==> src/rtl/snake_pkg.sv <==
// rtl/snake_pkg.sv - direction/state encodings and the head-advance helper for the snake engine
package snake_pkg;

    localparam logic [1:0] DIR_UP    = 2'b00;
    localparam logic [1:0] DIR_DOWN  = 2'b01;
    localparam logic [1:0] DIR_LEFT  = 2'b10;
    localparam logic [1:0] DIR_RIGHT = 2'b11;

    localparam logic [3:0] GRID_MAX = 4'd7;

    typedef enum logic [1:0] {
        ST_IDLE = 2'b00,
        ST_RUN  = 2'b01,
        ST_DEAD = 2'b10
    } state_t;

    // Returns {x[3:0], y[3:0]}; the extra bit exposes a step off either edge of the grid.
    function automatic logic [7:0] next_cell(input logic [2:0] x, input logic [2:0] y,
                                             input logic [1:0] dir);
        logic [3:0] nx;
        logic [3:0] ny;
        nx = {1'b0, x};
        ny = {1'b0, y};
        case (dir)
            DIR_UP:   ny = ny - 4'd1;
            DIR_DOWN: ny = ny + 4'd1;
            DIR_LEFT: nx = nx - 4'd1;
            default:  nx = nx + 4'd1;
        endcase
        return {nx, ny};
    endfunction

endpackage

==> src/rtl/snake_tick_gen.sv <==
// rtl/snake_tick_gen.sv - movement-step divider; tick marks the terminal-count cycle
module snake_tick_gen #(
    parameter int TICK_DIV = 4
) (
    input  logic clk,
    input  logic rst,
    input  logic en,
    input  logic clr,
    output logic tick
);

    localparam int CW = (TICK_DIV > 1) ? $clog2(TICK_DIV) : 1;
    localparam logic [CW-1:0] TERM = CW'(TICK_DIV - 1);

    logic [CW-1:0] cnt;

    assign tick = en && (cnt == TERM);

    // Holds its value while disabled so the count is frozen outside RUN.
    always_ff @(posedge clk or posedge rst) begin
        if (rst) begin
            cnt <= '0;
        end else if (clr) begin
            cnt <= '0;
        end else if (en) begin
            cnt <= tick ? '0 : cnt + 1'b1;
        end
    end

endmodule

==> src/rtl/snake_motion_engine.sv <==
// rtl/snake_motion_engine.sv - snake head/body stepper and IDLE/RUN/DEAD sequencer; SNAKE_WRAP_AROUND_EN selects edge wrap
module snake_motion_engine
    import snake_pkg::*;
#(
    parameter int TICK_DIV = 4,
    parameter int INIT_X   = 4,
    parameter int INIT_Y   = 4
) (
    input  logic       clk,
    input  logic       rst,
    input  logic       start,
    input  logic [1:0] dir_in,
    input  logic       dir_valid,
    input  logic       wall_collision,
    input  logic       self_collision,
    output logic [2:0] head_x,
    output logic [2:0] head_y,
    output logic [2:0] body1_x,
    output logic [2:0] body1_y,
    output logic [2:0] body2_x,
    output logic [2:0] body2_y,
    output logic       step,
    output logic       alive,
    output logic       game_over
);

`ifdef SNAKE_WRAP_AROUND_EN
    localparam bit WRAP_EN = 1'b1;
`else
    localparam bit WRAP_EN = 1'b0;
`endif

    localparam logic [2:0] IX  = 3'(INIT_X);
    localparam logic [2:0] IX1 = 3'(INIT_X - 1);
    localparam logic [2:0] IX2 = 3'(INIT_X - 2);
    localparam logic [2:0] IY  = 3'(INIT_Y);

    state_t     state, state_nxt;
    logic [1:0] cur_dir, pending;
    logic       tick, restart, do_move, edge_stop, dir_accept;
    logic [7:0] nc;

    snake_tick_gen #(.TICK_DIV(TICK_DIV)) u_tick (
        .clk  (clk),
        .rst  (rst),
        .en   (state == ST_RUN),
        .clr  (restart),
        .tick (tick)
    );

    assign nc         = next_cell(head_x, head_y, pending);
    // Out-of-range values are invisible to the downstream wall check, so the engine stops itself.
    assign edge_stop  = ~WRAP_EN & ((nc[7:4] > GRID_MAX) | (nc[3:0] > GRID_MAX));
    assign dir_accept = (state == ST_RUN) && dir_valid && (dir_in != (cur_dir ^ 2'b01));
    assign alive      = (state == ST_RUN);
    assign game_over  = (state == ST_DEAD);

    always_ff @(posedge clk or posedge rst) begin
        if (rst) begin
            state <= ST_IDLE;
        end else begin
            state <= state_nxt;
        end
    end

    always_comb begin
        state_nxt = state;
        restart   = 1'b0;
        do_move   = 1'b0;
        case (state)
            ST_IDLE: begin
                if (start) begin
                    state_nxt = ST_RUN;
                    restart   = 1'b1;
                end
            end
            ST_RUN: begin
                if (wall_collision || self_collision) begin
                    state_nxt = ST_DEAD;
                end else if (tick) begin
                    if (edge_stop) begin
                        state_nxt = ST_DEAD;
                    end else begin
                        do_move = 1'b1;
                    end
                end
            end
            ST_DEAD: begin
                if (start) begin
                    state_nxt = ST_RUN;
                    restart   = 1'b1;
                end
            end
            default: state_nxt = ST_IDLE;
        endcase
    end

    always_ff @(posedge clk or posedge rst) begin
        if (rst) begin
            head_x  <= IX;
            head_y  <= IY;
            body1_x <= IX1;
            body1_y <= IY;
            body2_x <= IX2;
            body2_y <= IY;
            cur_dir <= DIR_RIGHT;
            pending <= DIR_RIGHT;
            step    <= 1'b0;
        end else begin
            step <= do_move;
            if (restart) begin
                head_x  <= IX;
                head_y  <= IY;
                body1_x <= IX1;
                body1_y <= IY;
                body2_x <= IX2;
                body2_y <= IY;
                cur_dir <= DIR_RIGHT;
                pending <= DIR_RIGHT;
            end else begin
                if (do_move) begin
                    body2_x <= body1_x;
                    body2_y <= body1_y;
                    body1_x <= head_x;
                    body1_y <= head_y;
                    head_x  <= nc[6:4];
                    head_y  <= nc[2:0];
                    cur_dir <= pending;
                end
                if (dir_accept) begin
                    pending <= dir_in;
                end
            end
        end
    end

endmodule
==> config.mk <==
export PLATFORM = sky130hd
export DESIGN_NAME = snake_motion_engine
export DESIGN_NICKNAME = d
export VERILOG_FILES = /design/src/rtl/snake_pkg.sv /design/src/rtl/snake_tick_gen.sv /design/src/rtl/snake_motion_engine.sv
export SDC_FILE = /design/constraint.sdc
export NUM_CORES = 1
export LEC_CHECK = 0
export BUFFER_PORTS_ARGS = -buffer_cell sky130_fd_sc_hd__buf_2
export CELL_PAD_IN_SITES_DETAIL_PLACEMENT = 1
export CELL_PAD_IN_SITES_GLOBAL_PLACEMENT = 1
export CORE_MARGIN = 3
export CORE_UTILIZATION = 40
export DETAILED_ROUTE_END_ITERATION = 8
export PLACE_DENSITY = 0.75
export RECOVER_POWER = 100
export SYNTH_ARGS = -nofsm -noshare
export SYNTH_HDL_FRONTEND = slang
export SYNTH_SLANG_ARGS = --single-unit
==> constraint.sdc <==
create_clock -name clk -period 4.34 [get_ports clk]
set_clock_uncertainty 0.1 [all_clocks]
set_input_delay 0.434 -clock clk [delete_from_list [all_inputs] [get_ports clk]]
set_output_delay 0.434 -clock clk [all_outputs]
set_load 0.05 [all_outputs]
==> run_results.csv, run 1 <==
group,metric,value,unit
sta,layout_worst_path_cycle_share,0.671,
placed_design,io_buffers,28,
global_routing,grt_pass1_vias,1120,
pwr,ir_drop,0.111,mV
synth,async_flop_share,1.00,
finish,area_growth,11.0,%
sta,finalSetupTns,0,ps
sta,slew_violations,0,
synth,avgSynthCellArea,10.6,um2
finish,drive_above_1_share,0.150,
routing,firstDrtPassIters,2,
clocking,hold_buffers,0,
synth,yosysWarnings,0,
routing,via_per_inst,5.12,
pwr,p_per_area,320,nW/um2
sta,period_needed,2910,ps
placed_design,hpwlAfterDp,2290,um
synth,ys_seq_area_frac,0.492,
finish,utilization,0.486,
synth,synth_nets,145,
clocking,path_clk_slew,150,ps
global_routing,antenna_found_initial,0,
worst_setup_path,critical_path.most_common_cell,"a21oi_1",
sta,worst_pin_slew,1010,ps
worst_setup_path,r2r_slack,1430,ps
worst_setup_path,slowest_delay,660,ps
worst_setup_path,crit_type,"flop to flop",
routing,drt-initial-drc-count,18,
worst_setup_path,reg2reg_from,"pending[1]",
worst_setup_path,crit_slowest_cell,"dfstp_1",
worst_setup_path,cp_max_fo,14,
clocking,cts_buffer_depth,2,
clocking,post-cts-setup-buffers,0,
clocking,post_cts_resized,0,
synth,synth-edff-count,0,
routing,dr_total_vias,1044,
worst_setup_path,startpoint_type,"flop",
clocking,cts_root_buf,"clkbuf_4",
finish,nets,174,
worst_setup_path,critPathArrivalTime,3050,ps
worst_setup_path,ff2ff_path_depth,7,
sta,relSlewSlack,0.329,
sta,finalHoldViolations,0,
sta,grt_setup_unrepaired,"no",
clocking,cts_sinks,27,
floorplanning,die_area,4250,um2
clocking,htreeDepth,1,
worst_setup_path,worstSetupPathDepth,7,
floorplanning,start_util,0.438,
synth,syn_inst,132,
run_status,status,"completed",
pwr,finalPower,0.498,mW
floorplanning,fp.dieW,65.2,um
synth,yosys.area.top_type_share,0.286,
worst_setup_path,r2r-end,"body1_x[2]",
floorplanning,rows,20,
synth,synthTopCellsByArea,"dfrtp_1, dfstp_2, mux2i_1",
synth,synthFlopType,"dfrtp_1",
placed_design,dpl-instance-area,1560,um2
clocking,cts-buffers-inserted,3,
global_routing,grt_max_degree,28,
global_routing,grt_use_total,0.161,
worst_setup_path,crit_start,"pending[1]",
worst_setup_path,worstSetupEndpointType,"flop",
job,cap_violations,0,
global_routing,grt-ovfl-total,0,
placed_design,gp_congestion,0.755,
worst_setup_path,path_cells,"nand2b_1 > ha_1 > a21oi_1 > a21oi_1 > or4_1 > o21ai_4 > mux2_1",
floorplanning,io_pins,29,
routing,wire_per_inst,14.6,um
worst_setup_path,worst-path-buf-inv,0,
worst_setup_path,endpoint,"body1_x[2]",
synth,yosys.area.top_type,"dfrtp_1",
finish,antenna_cells,0,
finish,layout_common_cells,"clkbuf_1, dfrtp_1, inv_1",
clocking,tritoncts,"built",
floorplanning,core-area,3200,um2
finish,final_cell_area,1560,um2
routing,routed_wl,2980,um
sta,setup_viol,0,
worst_hold_path,hp-class,"input port to asynchronous set/reset pin",
synth,syn-cell-area,1400,um2
routing,antenna_left,0,
clocking,clkLatencyLatePin,330,ps
finish,final_common_cell,"clkbuf_1",
worst_setup_path,crit_family,"simple AND/OR/NAND/NOR gates",
routing,drc,0,
sta,max_freq,343,MHz
pwr,p_leak,0.683,nW
worst_setup_path,cp.required,4480,ps
synth,ys_types,38,
global_routing,grt_pass1_wl,5290,um
floorplanning,die_height,65.2,um
synth,ys_ff_latch,27,
-- per-layer routing --
metal / GRT usage / up-vias / routed length, um
met4: 0.0596 / 0 / 19
li1: - / 506 / -
met1: 0.205 / 514 / 1370
met3: 0.0239 / 4 / 129
met5: 0 / - / 0
met2: 0.274 / 20 / 1460
-- state kept, by name, summed over array words and instances, names as in the netlist --
signal / count
body2_y: 3
body2_x: 3
head_x: 3
body1_x: 3
head_y: 3
step: 1
cur_dir: 2
state: 2
pending: 2
body1_y: 3
u_tick.cnt: 2
-- cell type report --
type	count	area (um2)
Inverter	15	56.3
Sequential cell	27	689
Tap cell	44	55.1
Clock buffer	3	22.5
Clock inverter	1	5.00
Timing Repair Buffer	28	114
Fill cell	402	1650
Multi-Input combinational cell	86	613
-- cell usage after synthesis (all sizes together) (2+ instances only) --
| cell type | instances |
|---|---|
| dfrtp | 16 |
| a21oi | 4 |
| ha | 4 |
| nand2b | 3 |
| nor2b | 2 |
| nand2 | 15 |
| mux2i | 12 |
| nor2 | 10 |
| buf | 2 |
| xnor2 | 4 |
| mux2 | 2 |
| clkbuf | 2 |
| inv | 15 |
| or4 | 2 |
| nand3 | 6 |
| a21o | 2 |
| dfstp | 11 |
| o21ai | 4 |
-- cells by family after synthesis --
| logic type | count (synthesis) | synth area share |
|---|---|---|
| multiplexers | 14 | 0.102 |
| adder cells (fa/ha/maj) | 5 | 0.0500 |
| flip-flops | 27 | 0.492 |
| buffers and inverters | 19 | 0.0679 |
| XOR/XNOR | 5 | 0.0312 |
| AND/OR/NAND/NOR | 44 | 0.164 |
| AO/OA/AOI/OAI | 18 | 0.0929 |
-- metrics by stage --
step / setup slack (ps) / hold slack [ps] / instances
floorplan: 1830 / 361 / 132
global placement: 1710 / 366 / 200
detailed placement: 1600 / 375 / 200
CTS: 1620 / 235 / 204
global route: 1220 / 257 / 204
finish: 1430 / 212 / 204
-- how the worst min path moves through the flow --
stage,slack [ps],cells past startpoint,endpoint,startpoint
finish,210,2,body2_y[0],rst
CTS,240,2,head_x[1],rst
detailed placement,380,2,body2_y[2],body1_y[2]
global placement,370,2,body2_x[1],body1_x[1]
global route,260,3,pending[1],dir_in[1]
floorplan,360,1,u_tick.cnt[0],u_tick.cnt[0]
-- where the power goes --
part           internal, mW  switching (mW)  total (mW)  leakage, nW
Combinational        0.0318          0.0671      0.0989        0.332
Sequential            0.271          0.0156       0.286        0.333
Clock                0.0347          0.0779       0.113       0.0177
Note: power is estimated with default switching activity, not from simulation.
==> run 2, diff against run 1 <==
Settings changed: ABC_AREA from default to 1, CORE_UTILIZATION 40 to 39, PLACE_DENSITY 0.75 to 0.76.
Clock period 4.34 ns to 2.77 ns, I/O delays scaled along.
==> run_results.csv, run 2 <==
group,metric,value,unit
placed_design,gp_congestion,0.766,
clocking,cts_buffer_depth,2,
placed_design,hpwlAfterDp,2980,um
pwr,ir_drop,0.412,mV
worst_setup_path,crit_family,"simple AND/OR/NAND/NOR gates",
clocking,clkLatencyLatePin,280,ps
worst_setup_path,r2r_slack,220,ps
sta,period_needed,2550,ps
pwr,p_per_area,975,nW/um2
finish,fin_cells,273,
synth,synth-edff-count,0,
clocking,tritoncts,"built",
global_routing,grt_max_degree,28,
synth,synthTopCellsByArea,"dfrtp_1, dfstp_2, nand2_1",
pwr,p_leak,0.897,nW
clocking,cts-buffers-inserted,3,
placed_design,io_buffers,28,
finish,area_growth,15.9,%
worst_setup_path,worst-path-buf-inv,3,
synth,avgSynthCellArea,7.83,um2
worst_setup_path,ff2ff_path_depth,11,
floorplanning,die_height,68.3,um
finish,nets,241,
finish,antenna_cells,0,
clocking,cts_sinks,27,
placed_design,pre_cts_ws,217,ps
worst_setup_path,critPathArrivalTime,2630,ps
worst_setup_path,path_cells,"inv_1 > nor2_1 > inv_1 > ha_1 > a21oi_1 > nand3_1 > nand3_1 > nand3_4 > buf_4 > nand3_1 > nand2_1",
sta,finalHoldViolations,0,
routing,routed_wl,4080,um
worst_setup_path,crit_start,"pending[0]",
synth,ys_ff_latch,27,
floorplanning,io_pins,29,
synth,syn-cell-area,1510,um2
worst_setup_path,cp_max_fo,12,
worst_setup_path,r2r-end,"head_y[0]",
job,cap_violations,0,
worst_hold_path,hp-class,"input port to asynchronous set/reset pin",
routing,dr_total_vias,1379,
routing,drt-initial-drc-count,58,
sta,grt_setup_unrepaired,"no",
finish,layout_common_cells,"nand2_1, nand3_1, clkbuf_1",
clocking,path_clk_slew,100,ps
global_routing,antenna_found_initial,0,
synth,yosys.area.top_type_share,0.265,
floorplanning,die_area,4660,um2
worst_setup_path,worstSetupEndpointType,"flop",
routing,antenna_left,0,
placed_design,dpl-instance-area,1690,um2
sta,max_freq,392,MHz
floorplanning,start_util,0.429,
synth,syn_inst,193,
routing,wire_per_inst,14.9,um
finish,final_common_cell,"nand2_1",
synth,ys_seq_area_frac,0.456,
clocking,cts_root_buf,"clkbuf_8",
global_routing,grt-ovfl-total,0,
floorplanning,rows,21,
sta,setup_viol,0,
pwr,finalPower,1.71,mW
global_routing,grt_use_total,0.197,
routing,drc,0,
worst_setup_path,crit_slowest_cell,"dfstp_2",
sta,slew_violations,0,
worst_setup_path,critical_path.most_common_cell,"nand3_1",
routing,via_per_inst,5.05,
sta,finalSetupTns,0,ps
worst_setup_path,reg2reg_from,"pending[0]",
sta,relSlewSlack,0.305,
routing,firstDrtPassIters,4,
run_status,status,"completed",
worst_setup_path,cp.required,2840,ps
sta,whs,136,ps
sta,setup_slack,217,ps
global_routing,grt_pass1_wl,6840,um
synth,async_flop_share,1.00,
worst_setup_path,startpoint_type,"flop",
finish,drive_above_1_share,0.181,
floorplanning,fp.dieW,68.3,um
floorplanning,core-area,3520,um2
worst_setup_path,crit_type,"flop to flop",
global_routing,grt_pass1_vias,1480,
finish,final_cell_area,1750,um2
clocking,htreeDepth,1,
placed_design,dp.cells,264,
synth,yosys.area.top_type,"dfrtp_1",
finish,utilization,0.498,
synth,synth.most_common_cell,"nand2_1",
synth,yosysWarnings,0,
synth,synth_nets,206,
worst_setup_path,slowest_delay,590,ps
sta,worst_pin_slew,1040,ps
synth,ys_top_cells_by_count,"nand2_1, nand3_1, dfrtp_1, inv_1, dfstp_2",
synth,ys_types,28,
sta,layout_worst_path_cycle_share,0.922,
synth,synthFlopType,"dfrtp_1",
-- run 2: cell count changes after synthesis, sizes merged, moves of 3 or more --
cell,before,now
buf,2,6
nand2,15,72
nand3,6,30
mux2i,12,0
or2,0,3
xnor2,4,1
nand2b,3,0
-- run 2: how the worst max path moves through the flow --
stage	end	slack, ps	cells after the start
6_report	head_y[0]	220	11
5_1_grt	cur_dir[0]	50	12
4_1_cts	head_y[2]	200	11
3_5_place_dp	head_y[0]	220	12
3_3_place_gp	head_x[0]	400	12
2_1_floorplan	head_y[0]	610	13
-- run 2: cell type report --
class | count | area, um2
Fill cell | 471 | 1770
Multi-Input combinational cell | 141 | 714
Sequential cell | 27 | 689
Inverter | 18 | 67.6
Clock buffer | 3 | 41.3
Tap cell | 46 | 57.6
Clock inverter | 1 | 7.51
Timing Repair Buffer | 37 | 174
-- run 2: metal layers --
layer | vias up | part of all wire | GRT usage
met4 | 0 | 0.0093 | 0.0521
met3 | 4 | 0.032 | 0.0246
li1 | 679 | - | -
met2 | 26 | 0.49 | 0.338
met5 | - | 0 | 0
met1 | 670 | 0.47 | 0.260
-- run 2: what timing repair did --
action                     CTS  global route
resized for setup            0             1
setup endpoints to repair    0            12
hold buffers                 0             0
buffers inserted             0             5
-- run 2: logic make-up (layout without fill, tap and decap cells) --
| group | after synthesis | in the layout | share of synthesized area |
|---|---|---|---|
| xor+xnor | 3 | 3 | 0.0174 |
| compound gates | 14 | 14 | 0.0522 |
| flops | 27 | 27 | 0.456 |
| buf+inv | 25 | 59 | 0.0745 |
| simple gates | 119 | 119 | 0.353 |
| fa+ha+maj | 5 | 5 | 0.0464 |
-- run 2: power by group --
group          switching, mW  internal [mW]
Sequential             0.124          0.533
Clock                  0.131          0.102
Combinational          0.592          0.225
